<file path="src/rtl/mips_pkg.sv">
// Shared definitions for the MIPS pipeline: word widths, special
// instruction encodings and the fetch-stage state type.
package mips_pkg;

    localparam int unsigned WORD_W  = 32;
    localparam int unsigned INSTR_W = 32;

    localparam logic [INSTR_W-1:0] NOP_WORD_DEF  = '0;
    localparam logic [INSTR_W-1:0] HALT_WORD_DEF = '1;

    typedef enum logic [1:0] {
        BOOT   = 2'd0,
        RUN    = 2'd1,
        HALTED = 2'd2
    } fetch_state_e;

endpackage

</file>
<file path="src/rtl/if_id_reg.sv">
// IF/ID pipeline register with hold and flush controls.
// Flush has priority over Hold: a flush loads a NOP bubble and keeps PCPlus4.
module if_id_reg
    import mips_pkg::*;
#(
    parameter logic [INSTR_W-1:0] NOP_WORD = NOP_WORD_DEF
) (
    input  logic               Clk,
    input  logic               Rst,
    input  logic               Hold,
    input  logic               Flush,
    input  logic [INSTR_W-1:0] InstrIn,
    input  logic [WORD_W-1:0]  PCPlus4In,
    output logic [INSTR_W-1:0] InstrOut,
    output logic [WORD_W-1:0]  PCPlus4Out,
    output logic               ValidOut
);

    logic [INSTR_W-1:0] instr_q, instr_d;
    logic [WORD_W-1:0]  pc_plus4_q, pc_plus4_d;
    logic               valid_q, valid_d;

    // Select next register contents: flush bubble, hold, or load.
    always_comb begin
        instr_d    = instr_q;
        pc_plus4_d = pc_plus4_q;
        valid_d    = valid_q;
        if (Flush) begin
            instr_d = NOP_WORD;
            valid_d = 1'b0;
        end else if (!Hold) begin
            instr_d    = InstrIn;
            pc_plus4_d = PCPlus4In;
            valid_d    = 1'b1;
        end
    end

    // Register update with synchronous reset to an empty slot.
    always_ff @(posedge Clk) begin
        if (Rst) begin
            instr_q    <= NOP_WORD;
            pc_plus4_q <= '0;
            valid_q    <= 1'b0;
        end else begin
            instr_q    <= instr_d;
            pc_plus4_q <= pc_plus4_d;
            valid_q    <= valid_d;
        end
    end

    assign InstrOut   = instr_q;
    assign PCPlus4Out = pc_plus4_q;
    assign ValidOut   = valid_q;

endmodule

</file>
<file path="src/rtl/if_stage.sv">
// Instruction-fetch stage: owns the PC, the BOOT/RUN/HALTED control,
// the fetch counter and the sticky alignment error, and feeds IF/ID.
module if_stage
    import mips_pkg::*;
#(
    parameter int unsigned        IMEM_AW   = 10,
    parameter logic [WORD_W-1:0]  RESET_PC  = 32'h0000_0000,
    parameter logic [INSTR_W-1:0] HALT_WORD = HALT_WORD_DEF,
    parameter logic [INSTR_W-1:0] NOP_WORD  = NOP_WORD_DEF
) (
    input  logic               Clk,
    input  logic               Rst,
    input  logic               Stall,
    input  logic               Redirect,
    input  logic [WORD_W-1:0]  RedirectPC,
    output logic [IMEM_AW-1:0] ImemAddr,
    input  logic [INSTR_W-1:0] ImemData,
    output logic [WORD_W-1:0]  PC,
    output logic [INSTR_W-1:0] IF_ID_Instruction,
    output logic [WORD_W-1:0]  IF_ID_PCPlus4,
    output logic               IF_ID_Valid,
    output logic               Halted,
    output logic               AlignErr,
    output logic [WORD_W-1:0]  FetchCount
);

    fetch_state_e      state_q, state_d;
    logic [WORD_W-1:0] pc_q, pc_d;
    logic              halted_q, halted_d;
    logic              align_err_q, align_err_d;
    logic [WORD_W-1:0] fetch_count_q, fetch_count_d;

    logic [WORD_W-1:0] pc_plus4;
    logic              id_hold;
    logic              id_flush;

    assign pc_plus4 = pc_q + 32'd4;

    // Next-state, PC, counter and IF/ID control decisions.
    always_comb begin
        state_d       = state_q;
        pc_d          = pc_q;
        halted_d      = halted_q;
        align_err_d   = align_err_q;
        fetch_count_d = fetch_count_q;
        id_hold       = 1'b0;
        id_flush      = 1'b0;
        case (state_q)
            BOOT: begin
                id_flush = 1'b1;
                state_d  = RUN;
            end
            RUN: begin
                if (Redirect) begin
                    pc_d     = {RedirectPC[WORD_W-1:2], 2'b00};
                    id_flush = 1'b1;
                    if (RedirectPC[1:0] != 2'b00) align_err_d = 1'b1;
                end else if (Stall) begin
                    id_hold = 1'b1;
                end else begin
                    // The halt word itself is accepted into IF/ID; only the PC freezes.
                    fetch_count_d = fetch_count_q + 32'd1;
                    if (ImemData == HALT_WORD) begin
                        halted_d = 1'b1;
                        state_d  = HALTED;
                    end else begin
                        pc_d = pc_plus4;
                    end
                end
            end
            HALTED: begin
                if (Redirect) begin
                    pc_d     = {RedirectPC[WORD_W-1:2], 2'b00};
                    id_flush = 1'b1;
                    halted_d = 1'b0;
                    state_d  = RUN;
                    if (RedirectPC[1:0] != 2'b00) align_err_d = 1'b1;
                end else if (Stall) begin
                    id_hold = 1'b1;
                end else begin
                    id_flush = 1'b1;
                end
            end
            default: begin
                id_flush = 1'b1;
                state_d  = BOOT;
            end
        endcase
    end

    // State, PC and status registers with synchronous reset.
    always_ff @(posedge Clk) begin
        if (Rst) begin
            state_q       <= BOOT;
            pc_q          <= RESET_PC;
            halted_q      <= 1'b0;
            align_err_q   <= 1'b0;
            fetch_count_q <= '0;
        end else begin
            state_q       <= state_d;
            pc_q          <= pc_d;
            halted_q      <= halted_d;
            align_err_q   <= align_err_d;
            fetch_count_q <= fetch_count_d;
        end
    end

    if_id_reg #(
        .NOP_WORD (NOP_WORD)
    ) u_if_id_reg (
        .Clk        (Clk),
        .Rst        (Rst),
        .Hold       (id_hold),
        .Flush      (id_flush),
        .InstrIn    (ImemData),
        .PCPlus4In  (pc_plus4),
        .InstrOut   (IF_ID_Instruction),
        .PCPlus4Out (IF_ID_PCPlus4),
        .ValidOut   (IF_ID_Valid)
    );

    assign ImemAddr   = pc_q[IMEM_AW+1:2];
    assign PC         = pc_q;
    assign Halted     = halted_q;
    assign AlignErr   = align_err_q;
    assign FetchCount = fetch_count_q;

endmodule

</file>
<file path="config.mk">
export PLATFORM = sky130hd
export DESIGN_NAME = if_stage
export DESIGN_NICKNAME = d
export VERILOG_FILES = /design/src/rtl/mips_pkg.sv /design/src/rtl/if_id_reg.sv /design/src/rtl/if_stage.sv
export SDC_FILE = /design/constraint.sdc
export NUM_CORES = 1
export LEC_CHECK = 0
export CAP_MARGIN = 20
export CORE_UTILIZATION = 50
export CTS_CLUSTER_DIAMETER = 30
export DETAILED_ROUTE_END_ITERATION = 7
export PLACE_DENSITY = 0.95
export SYNTH_ARGS = -nofsm -noshare
export SYNTH_HDL_FRONTEND = slang
export SYNTH_HIERARCHICAL = 1
export SYNTH_SLANG_ARGS = --single-unit
</file>
<file path="constraint.sdc">
create_clock -name Clk -period 5.7 [get_ports Clk]
set_clock_uncertainty 0.15 [all_clocks]
set_input_delay 1.14 -clock Clk [delete_from_list [all_inputs] [get_ports Clk]]
set_output_delay 1.14 -clock Clk [all_outputs]
set_load 0.02 [all_outputs]
</file>
==> results of run 1 <==
## cell usage in the layout, fill, tap and decap left out, drive strengths merged, types with 14 or more instances in the layout
master	n
mux2i	32
nor3	15
clkdlybuf4s50	205
xor2	29
xnor2	21
clkbuf	25
dfxtp	131
or3	14
nand3	26
nand2	57
or3b	33
nand4	29
o21ai	58
a21oi	75
nor2	88
## worst min path at each step
stage | slack [ns] | endpoint | start
floorplan | 0.37 | AlignErr$_SDFFE_PP0P_ | AlignErr$_SDFFE_PP0P_
detailed placement | 0.29 | AlignErr$_SDFFE_PP0P_ | AlignErr$_SDFFE_PP0P_
global placement | 0.28 | AlignErr$_SDFFE_PP0P_ | AlignErr$_SDFFE_PP0P_
global route | 0.30 | AlignErr$_SDFFE_PP0P_ | AlignErr$_SDFFE_PP0P_
CTS | 0.30 | AlignErr$_SDFFE_PP0P_ | AlignErr$_SDFFE_PP0P_
finish | 0.29 | AlignErr$_SDFFE_PP0P_ | AlignErr$_SDFFE_PP0P_
## sequential cells by signal (all words and copies together) (netlist names)
register	cells
u_if_id_reg/PCPlus4Out	32
Halted	1
AlignErr	1
u_if_id_reg/InstrOut	32
PC	30
state_q	2
FetchCount	32
u_if_id_reg/ValidOut	1
## stage by stage
| stage | total power [mW] | cells | instance area, sq um | utilization (%) |
|---|---|---|---|---|
| 2_1_floorplan | 1.24 | 780 | 6530 | - |
| 3_3_place_gp | 1.39 | 1088 | 8430 | 66.5 |
| 3_5_place_dp | 1.40 | 1088 | 8430 | 66.5 |
| 4_1_cts | 2.59 | 1120 | 9090 | 71.7 |
| 5_1_grt | 2.68 | 1123 | 9160 | 72.3 |
| 6_report | 2.60 | 1123 | 9160 | 72.3 |
## layout make-up
| class | instances | area, sq um |
|---|---|---|
| well taps | 172 | 215 |
| clock buffers | 25 | 515 |
| clock inverters | 7 | 143 |
| fillers | 945 | 3510 |
| multi-input cells | 565 | 3470 |
| flip-flops and latches | 131 | 2620 |
| inverters | 11 | 41.3 |
| repair buffers | 212 | 2150 |
## where the power goes
part	switching [mW]	internal [mW]
clock network	0.397	0.803
logic	0.215	0.183
registers	0.0452	0.955
total	0.657	1.94
## critical path, stage by stage
cell	delay [ns]
clkdlybuf4s50_1	0.65
nor3b_1	0.69
nand3_1	0.30
nor3_1	0.47
nand3_1	0.15
xor2_1	0.15
nor2_1	0.05
## kinds of logic after synthesis
| kind of cell | after synthesis | synth area share, % |
|---|---|---|
| DFF | 131 | 40.2 |
| buffers and inverters | 84 | 7.02 |
| muxes | 32 | 4.91 |
| other | 1 | 0.0575 |
| xor gates and xnor gates | 50 | 6.72 |
| AOI/OAI and AO/OA | 167 | 14.5 |
| and+or+nand+nor | 307 | 25.6 |
| adders and majority gates | 5 | 0.960 |
## per-layer routing
layer  up-vias  GRT usage (%)
met5         -              0
met4         0           13.9
met3        49           7.32
met2       331           45.2
met1      3030           36.1
li1       3071              -
==> results.md, run 1 <==
- Syn-to-layout area delta: 40.5%
- Max-cap violation count: 0
- DR WL/cell: 17.2 microns
- Mapped cell area: around 6500 sq um
- Final TNS setup: 0 ns
- Detail Route Antenna Nets: 0
- Hold_buf cts: 0
- First-pass GRT wire length: around 30000 microns
- Worst-Skew Late Latency: ~0.42 ns
- Distinct cells, synth: 55
- Highest routed layer: met4
- WL met2: around 9300 microns
- Worst min path class: reg2reg
- H-Tree Depth: 4
- Most instantiated cells after synthesis: 131 x dfxtp_1, 88 x nor2_1, 75 x a21oi_1
- Initial antenna violation count: 0
- Worst-path clk slew: ~0.06 ns
- Power per Cell Area: roughly 280 nW/um^2
- RR Endpoint: u_if_id_reg/PCPlus4Out[24]$_SDFFE_PP0P_
- DR pass1 iterations: 6
- R2R setup slack: between 2 and 3 ns
- Top post-synthesis cells by area: dfxtp_1 40%, a21oi_1 5.8%, nor2_1 5.1%, mux2i_1 4.9%, or3b_1 4.4%
- Final worst slack: 2.22 ns
- Hold path cells: 2
- Via total after detailed routing: 6481
- Pleak: ~3.1 nW
- DRC: 0
- Crit path kind: in2reg
- Post-CTS sizing: 0
- Yosys Warn Count: 6
- Crit path from: Redirect
- Ys flop type: dfxtp_1
- Routability cong.: 0.829
- DRT iter0 DRCs: a little under 800
- M1 WL: 7830 microns
- Routed wl met3: between 1500 and 2000 microns
- Final setup viols: 0
- Asr flop ratio synth: 0%
- Worst setup path endpoint: FetchCount[19]$_SDFFE_PP0P_
- Die footprint: 13500 sq um
- Total track usage: between 20% and 30%
- Total Nets Final: between 1000 and 1500
- Die Height: between 100 and 150 microns
- Clock Sinks: roughly 130
- Routed vias/inst: between 5 and 6
- Peak VDD IR: about 0.18 mV
- DIE WIDTH: ~120 microns
- # diodes: 0
- CTS root buf: clkbuf_16
- TritonCTS buffer count: 17
- Worst hold slack: slightly below 0.3 ns
- Unrepaired setup endpoints after global routing: false
- Num rows: 41
- CTS tree: yes
- Number of global-route vias before repair: ~5900
- Synth area leader: dfxtp_1
- Final Hold Fails: 0
- Total Wirelength: about 19000 microns
- Worst Path Arrival: ~3.6 ns
- Initial Util: 51.5%
- Share of the synthesized area in the top cell type: roughly two fifths
- WP data required: 5.83 ns
- Post-synth EDFFs: 0
- Status: finished clean
- Setup crit start kind: input pin
- Synth Instances: 777
- Reg2reg start: PC[2]$_SDFFE_PP0P_
- Core Area: around 13000 sq um
- Period Utilization, post-route: between 60 and 70%
- Rel. slew slack: 23.8%
- CTS max path bufs: 2
- Most common cell in the synthesized netlist: dfxtp_1
- Slew Limit Fails: 0
- Post-DP HPWL: about 13000 microns
- CP Capture Type: register
- Grt ovf: 0
- Largest net degree at the start of global routing: about 100
- Post-CTS setup buffer count: 0
- Port buffer count: ~210
- R2R cell count: 7
- Setup WS pre-CTS: 1.52 ns
- Share of layout cells above drive strength 1: 5.26%
- Synth Register Bits: about 130
- Mapped Avg Cell Area: roughly 8.4 sq um
- Max Fclk: 288 MHz
- Final worst path period need: roughly 3.5 ns
- Seq/Total Area, Yosys: between 40% and 50%
- Crit path max fanout: 14
- Slew @ Worst Pin: roughly 1.1 ns
- Number of I/O pins: 209
Power figures use the tool's default switching activity.
==> run 2: changes to the inputs <==
Settings changed: CORE_UTILIZATION 50 to 42, PLACE_DENSITY 0.95 to 0.89.
Clock period 5.7 ns to 3.18 ns, I/O delays scaled along.
==> run 2 against run 1 <==
  * Hold slack improved by 0.0073 ns
  * Via count decreased by 2.0%
  * Combinational power increased by 86%
  * Flip-flop and latch count unchanged
  * Cell count increased by 2.7%
  * Wire length decreased by 1.2%
  * Final area increased by 0.92%
  * Sequential power increased by 79%
==> results.md, run 2 (synthesis results as in run 1) <==
- Status: finished clean
- Total Nets Final: 1026
- Filler Cell Count: between 1000 and 1500
- Peak VDD IR: roughly 0.43 mV
- Crit path kind: reg2reg
- CTS tree: yes
- Die footprint: around 16000 sq um
- Worst Path Arrival: approximately 2.8 ns
- DR WL/cell: between 15 and 20 microns
- Most frequent cells in the layout: 205 x clkdlybuf4s50_1, 131 x dfxtp_1, 88 x nor2_1
- Fin util: about three fifths
- R2R cell count: 6
- Post-DP HPWL: 13500 microns
- DRT iter0 DRCs: around 560
- Grt ovf: 0
- DRC: 0
- Max Fclk: 377 MHz
- Power per Cell Area: 486 nW/um^2
- Slew @ Worst Pin: between 0.6 and 0.7 ns
- RR Endpoint: u_if_id_reg/PCPlus4Out[27]$_SDFFE_PP0P_
- Reg2reg start: PC[5]$_SDFFE_PP0P_
- Final TNS setup: 0 ns
- Period Utilization, post-route: a little over four fifths
- WP data required: 3.37 ns
- Buf/Inv on CP: 0
- Routed vias/inst: 5.51
- Core Area: about 15000 sq um
- Delay-heaviest family, CP: simple AND/OR/NAND/NOR gates
- Initial Util: a little over two fifths
- Worst min path class: reg2reg
- Unrepaired setup endpoints after global routing: false
- Post-CTS sizing: 0
- Hold path endpoint: u_if_id_reg/ValidOut$_SDFFE_PP0N_
- Commonest non-fill, non-tap cell in the layout: clkdlybuf4s50_1
- # diodes: 0
- Die Height: ~130 microns
- Slowest stage delay, CP: about 0.48 ns
- Share of layout cells above drive strength 1: slightly below 7%
- Worst-Skew Late Latency: ~0.42 ns
- R2R setup slack: between 0.5 and 0.6 ns
- Final setup viols: 0
- Worst-path clk slew: around 0.060 ns
- Worst Hold Launch: u_if_id_reg/ValidOut$_SDFFE_PP0N_
- Detail Route Antenna Nets: 0
- DR pass1 iterations: 5
- Max-cap violation count: 0
- Num rows: 45
- Syn-to-layout area delta: 41.8%
- Setup crit start kind: register
- Post-CTS setup buffer count: 0
- CTS max path bufs: 2
- Number of I/O pins: between 200 and 250
- Rel. slew slack: 55.5%
- Port buffer count: 206
- Total power: 4.49 mW
- First-pass GRT wire length: 30600 microns
- Final worst path period need: approximately 2.6 ns
- Final Hold Fails: 0
- Crit path max fanout: 7
- Hold path cells: 2
- DIE WIDTH: around 130 microns
- Critical path's slowest cell: dfxtp_1
- Hold_buf cts: 0
- Total Wirelength: roughly 19000 microns
- Largest net degree at the start of global routing: 61
- Via total after detailed routing: about 6400
- H-Tree Depth: 4
- CP Capture Type: register
- CTS root buf: clkbuf_16
- Routability cong.: between 0.8 and 0.9
- Slew Limit Fails: 0
- Total track usage: approximately a quarter
- Critical-path cell list: and4_1 > nand4_1 > nor4_1 > xor2_1 > or3b_1 > a21oi_1
- Number of global-route vias before repair: ~6000
- Design Area, Final: slightly above 9000 sq um
- Worst hold slack: 0.300 ns
- Placed instance area: roughly 8600 sq um
- TritonCTS buffer count: 17
- Initial antenna violation count: 0
- Clock Sinks: about 130
- Pleak: about 3.2 nW
==> run 2: cell types whose count changed in the layout (fill, tap and decap cells not counted), moves of 2 or more <==
cell	change
clkinv_2	+3
buf_16	-2
bufinv_16	-2
buf_4	+14
buf_12	+4
==> run 2: stage by stage <==
step | cells | setup WS (ns)
floorplan | 780 | 0.810
global placement | 1122 | 0.229
detailed placement | 1122 | 0.189
CTS | 1153 | 0.575
global route | 1153 | 0.440
finish | 1153 | 0.531
==> run 2: how the worst max path moves through the flow <==
stage,startpoint,to,slack [ns],cells after the start
after global routing,PC[5]$_SDFFE_PP0P_,u_if_id_reg/PCPlus4Out[27]$_SDFFE_PP0P_,0.44,6
after CTS,PC[5]$_SDFFE_PP0P_,u_if_id_reg/PCPlus4Out[27]$_SDFFE_PP0P_,0.57,6
after detailed placement,ImemData[28],PC[11]$_SDFFE_PP0P_,0.19,8
final,PC[5]$_SDFFE_PP0P_,u_if_id_reg/PCPlus4Out[27]$_SDFFE_PP0P_,0.53,6
after floorplan,ImemData[15],PC[2]$_SDFFE_PP0P_,0.81,8
after global placement,ImemData[28],PC[11]$_SDFFE_PP0P_,0.23,8
==> run 2: worst register-to-register path, stage by stage (launching register included) <==
cell	delay (ns)
dfxtp_1	0.48
and4_1	0.39
nand4_1	0.35
nor4_1	0.37
xor2_1	0.33
or3b_1	0.39
a21oi_1	0.12
==> run 2: layout make-up <==
| cell class | instances | area [sq um] | share of cell area, % |
|---|---|---|---|
| Tap cell | 188 | 235 | 2.54 |
| Inverter | 11 | 41.3 | 0.447 |
| Multi-Input combinational cell | 565 | 3470 | 37.5 |
| Clock inverter | 8 | 98.8 | 1.07 |
| Sequential cell | 131 | 2620 | 28.4 |
| Clock buffer | 23 | 498 | 5.39 |
| Timing Repair Buffer | 227 | 2280 | 24.7 |
==> run 2: power breakdown <==
part	leakage [nW]	internal (mW)	total (mW)	switching, mW
Sequential	1.06	1.71	1.79	0.0749
Combinational	1.84	0.345	0.739	0.393
Clock	0.291	1.25	1.97	0.718
==> run 2: per-layer routing <==
layer | global-route usage, % | wire length (microns)
met5 | 0 | 0
met4 | 10.8 | 529
met3 | 6.45 | 1430
met2 | 37.3 | 8840
met1 | 31.5 | 8330
==> RTL edit, RTL diff (config.mk and constraints of run 2) <==
Encoding of `fetch_state_e`: now one-hot (3 bits for 3 states).
--- a/src/rtl/mips_pkg.sv
+++ b/src/rtl/mips_pkg.sv
@@ -9,8 +9,8 @@
     localparam logic [INSTR_W-1:0] HALT_WORD_DEF = '1;
 
-    typedef enum logic [1:0] {
-        BOOT   = 2'd0,
-        RUN    = 2'd1,
-        HALTED = 2'd2
+    typedef enum logic [2:0] {
+        BOOT   = 3'b001,
+        RUN    = 3'b010,
+        HALTED = 3'b100
     } fetch_state_e;
 
Behaviour: no difference found for any inputs over 4 cycles, from zero or initial values and one cycle with Rst high; so few cycles prove little.
==> RTL edit against run 2 <==
Sequential cell count is 1 higher. Via count up 6.0%. Cell area is 2.7% higher. Routed wire length grew 6.7%. Synthesized area rose by 2.9%. Sequential share of layout area down 0.52 points. Setup slack worse by 0.049 ns. Sequential power is 4% lower. Die area up 2.8%. Total power fell by 9.5%.
==> RTL edit: results (changes against run 2) <==
gp_routability_congestion: 0.854  # +1.7%
r2r_setup_slack_ns: 0.59  # +0.06 ns
grt_antenna_before_repair: 1  # +1
wl_per_cell_um: 17.1  # +2.8%
fillers: 1285  # -1.2%
r2r-end: "u_if_id_reg/PCPlus4Out[19]"
insertion_delay_ns: 0.42  # about the same
synth_area_leaders: "dfxtp_1 39%, mux2i_1 4.8%, a21oi_1 4.7%"
drt_iter0_markers: 481  # -14%
place_hpwl_um: 14300  # +6.1%
grt_pass1_wl_um: 31900  # +4.2%
routed-wl-met3_um: 1540  # +7.3%
synth-compound-area-share_pct: 17.9  # +3.4 points
synth_top_cells_by_count: "132 x dfxtp_1, 74 x nor2_1, 63 x a21oi_1"
cp_slowest_cell: "or4b_2"
worst-path-max-fanout: 3  # -4
place_ws_ns: 0.0484  # -0.140 ns
critPathMaxStageDelay_ns: 0.64  # +0.16 ns
met3_usage_pct: 6.07  # -0.38 points
synth_xor_area_share_pct: 4.83  # -1.9 points
synth_cell_types: 66  # +20%
relSlewSlack_pct: 40.4  # -15 points
grtUsageMet1_pct: 30.6  # -0.85 points
vdd_drop_max_mv: 0.386  # -11%
vias: 6732  # +6.0%
postCtsSetupRepairBufs: 0  # unchanged
drive_gt1_share_pct: 7.92  # +1.2 points
crit_path_end: "state_q[2]"
grtUsageMet2_pct: 41.8  # +4.5 points
final_nets: 1042  # +1.6%
synthAdderAreaFrac_pct: 0.373  # -0.59 points
yosysSeqAreaShare_pct: 39.4  # -0.83 points
arrival_ns: 2.87  # +0.03 ns
placed_cell_area_um2: 8890  # +2.8%
worstSetupStartpoint: "ImemData[25]"
highest_layer: "met5"
grt_max_degree: 95  # +56%
status: "complete, no violations"
grt_pass1_vias: 6317  # +5.8%
stdcell_count: 1196  # +3.7%
track_usage_pct: 24.7  # +0.56 points
drt-met1-wl_um: 8580  # +3.0%
-- RTL edit: cell count changes in the layout (fill, tap and decap cells not counted), moves of 8 or more --
cell	delta
nand4_1	-12
or2_2	+8
nor2_1	-14
o2111ai_1	+8
xor2_1	-18
a21oi_1	-12
nor4_1	+14
nor3_1	+8
nand2_1	-14
-- RTL edit: where the power goes --
group          internal (mW)  switching (mW)
clock network           1.22           0.752
logic                  0.190           0.195
registers               1.68          0.0352
-- RTL edit: area by class of cell --
cell class,count,area (um2),area share (%)
clock buffer,21,470,4.96
clock inverter,11,128,1.34
inverter,13,48.8,0.514
multi-input combinational,575,3610,38.1
sequential,132,2640,27.8
tap,211,264,2.78
timing repair buffer,233,2320,24.5
-- RTL edit: critical path: cells and delay by family --
family	cells	cell delay [ns]
AND/OR/NAND/NOR	4	1.45
buffers and inverters	1	0.50
AO/OA/AOI/OAI	1	0.27
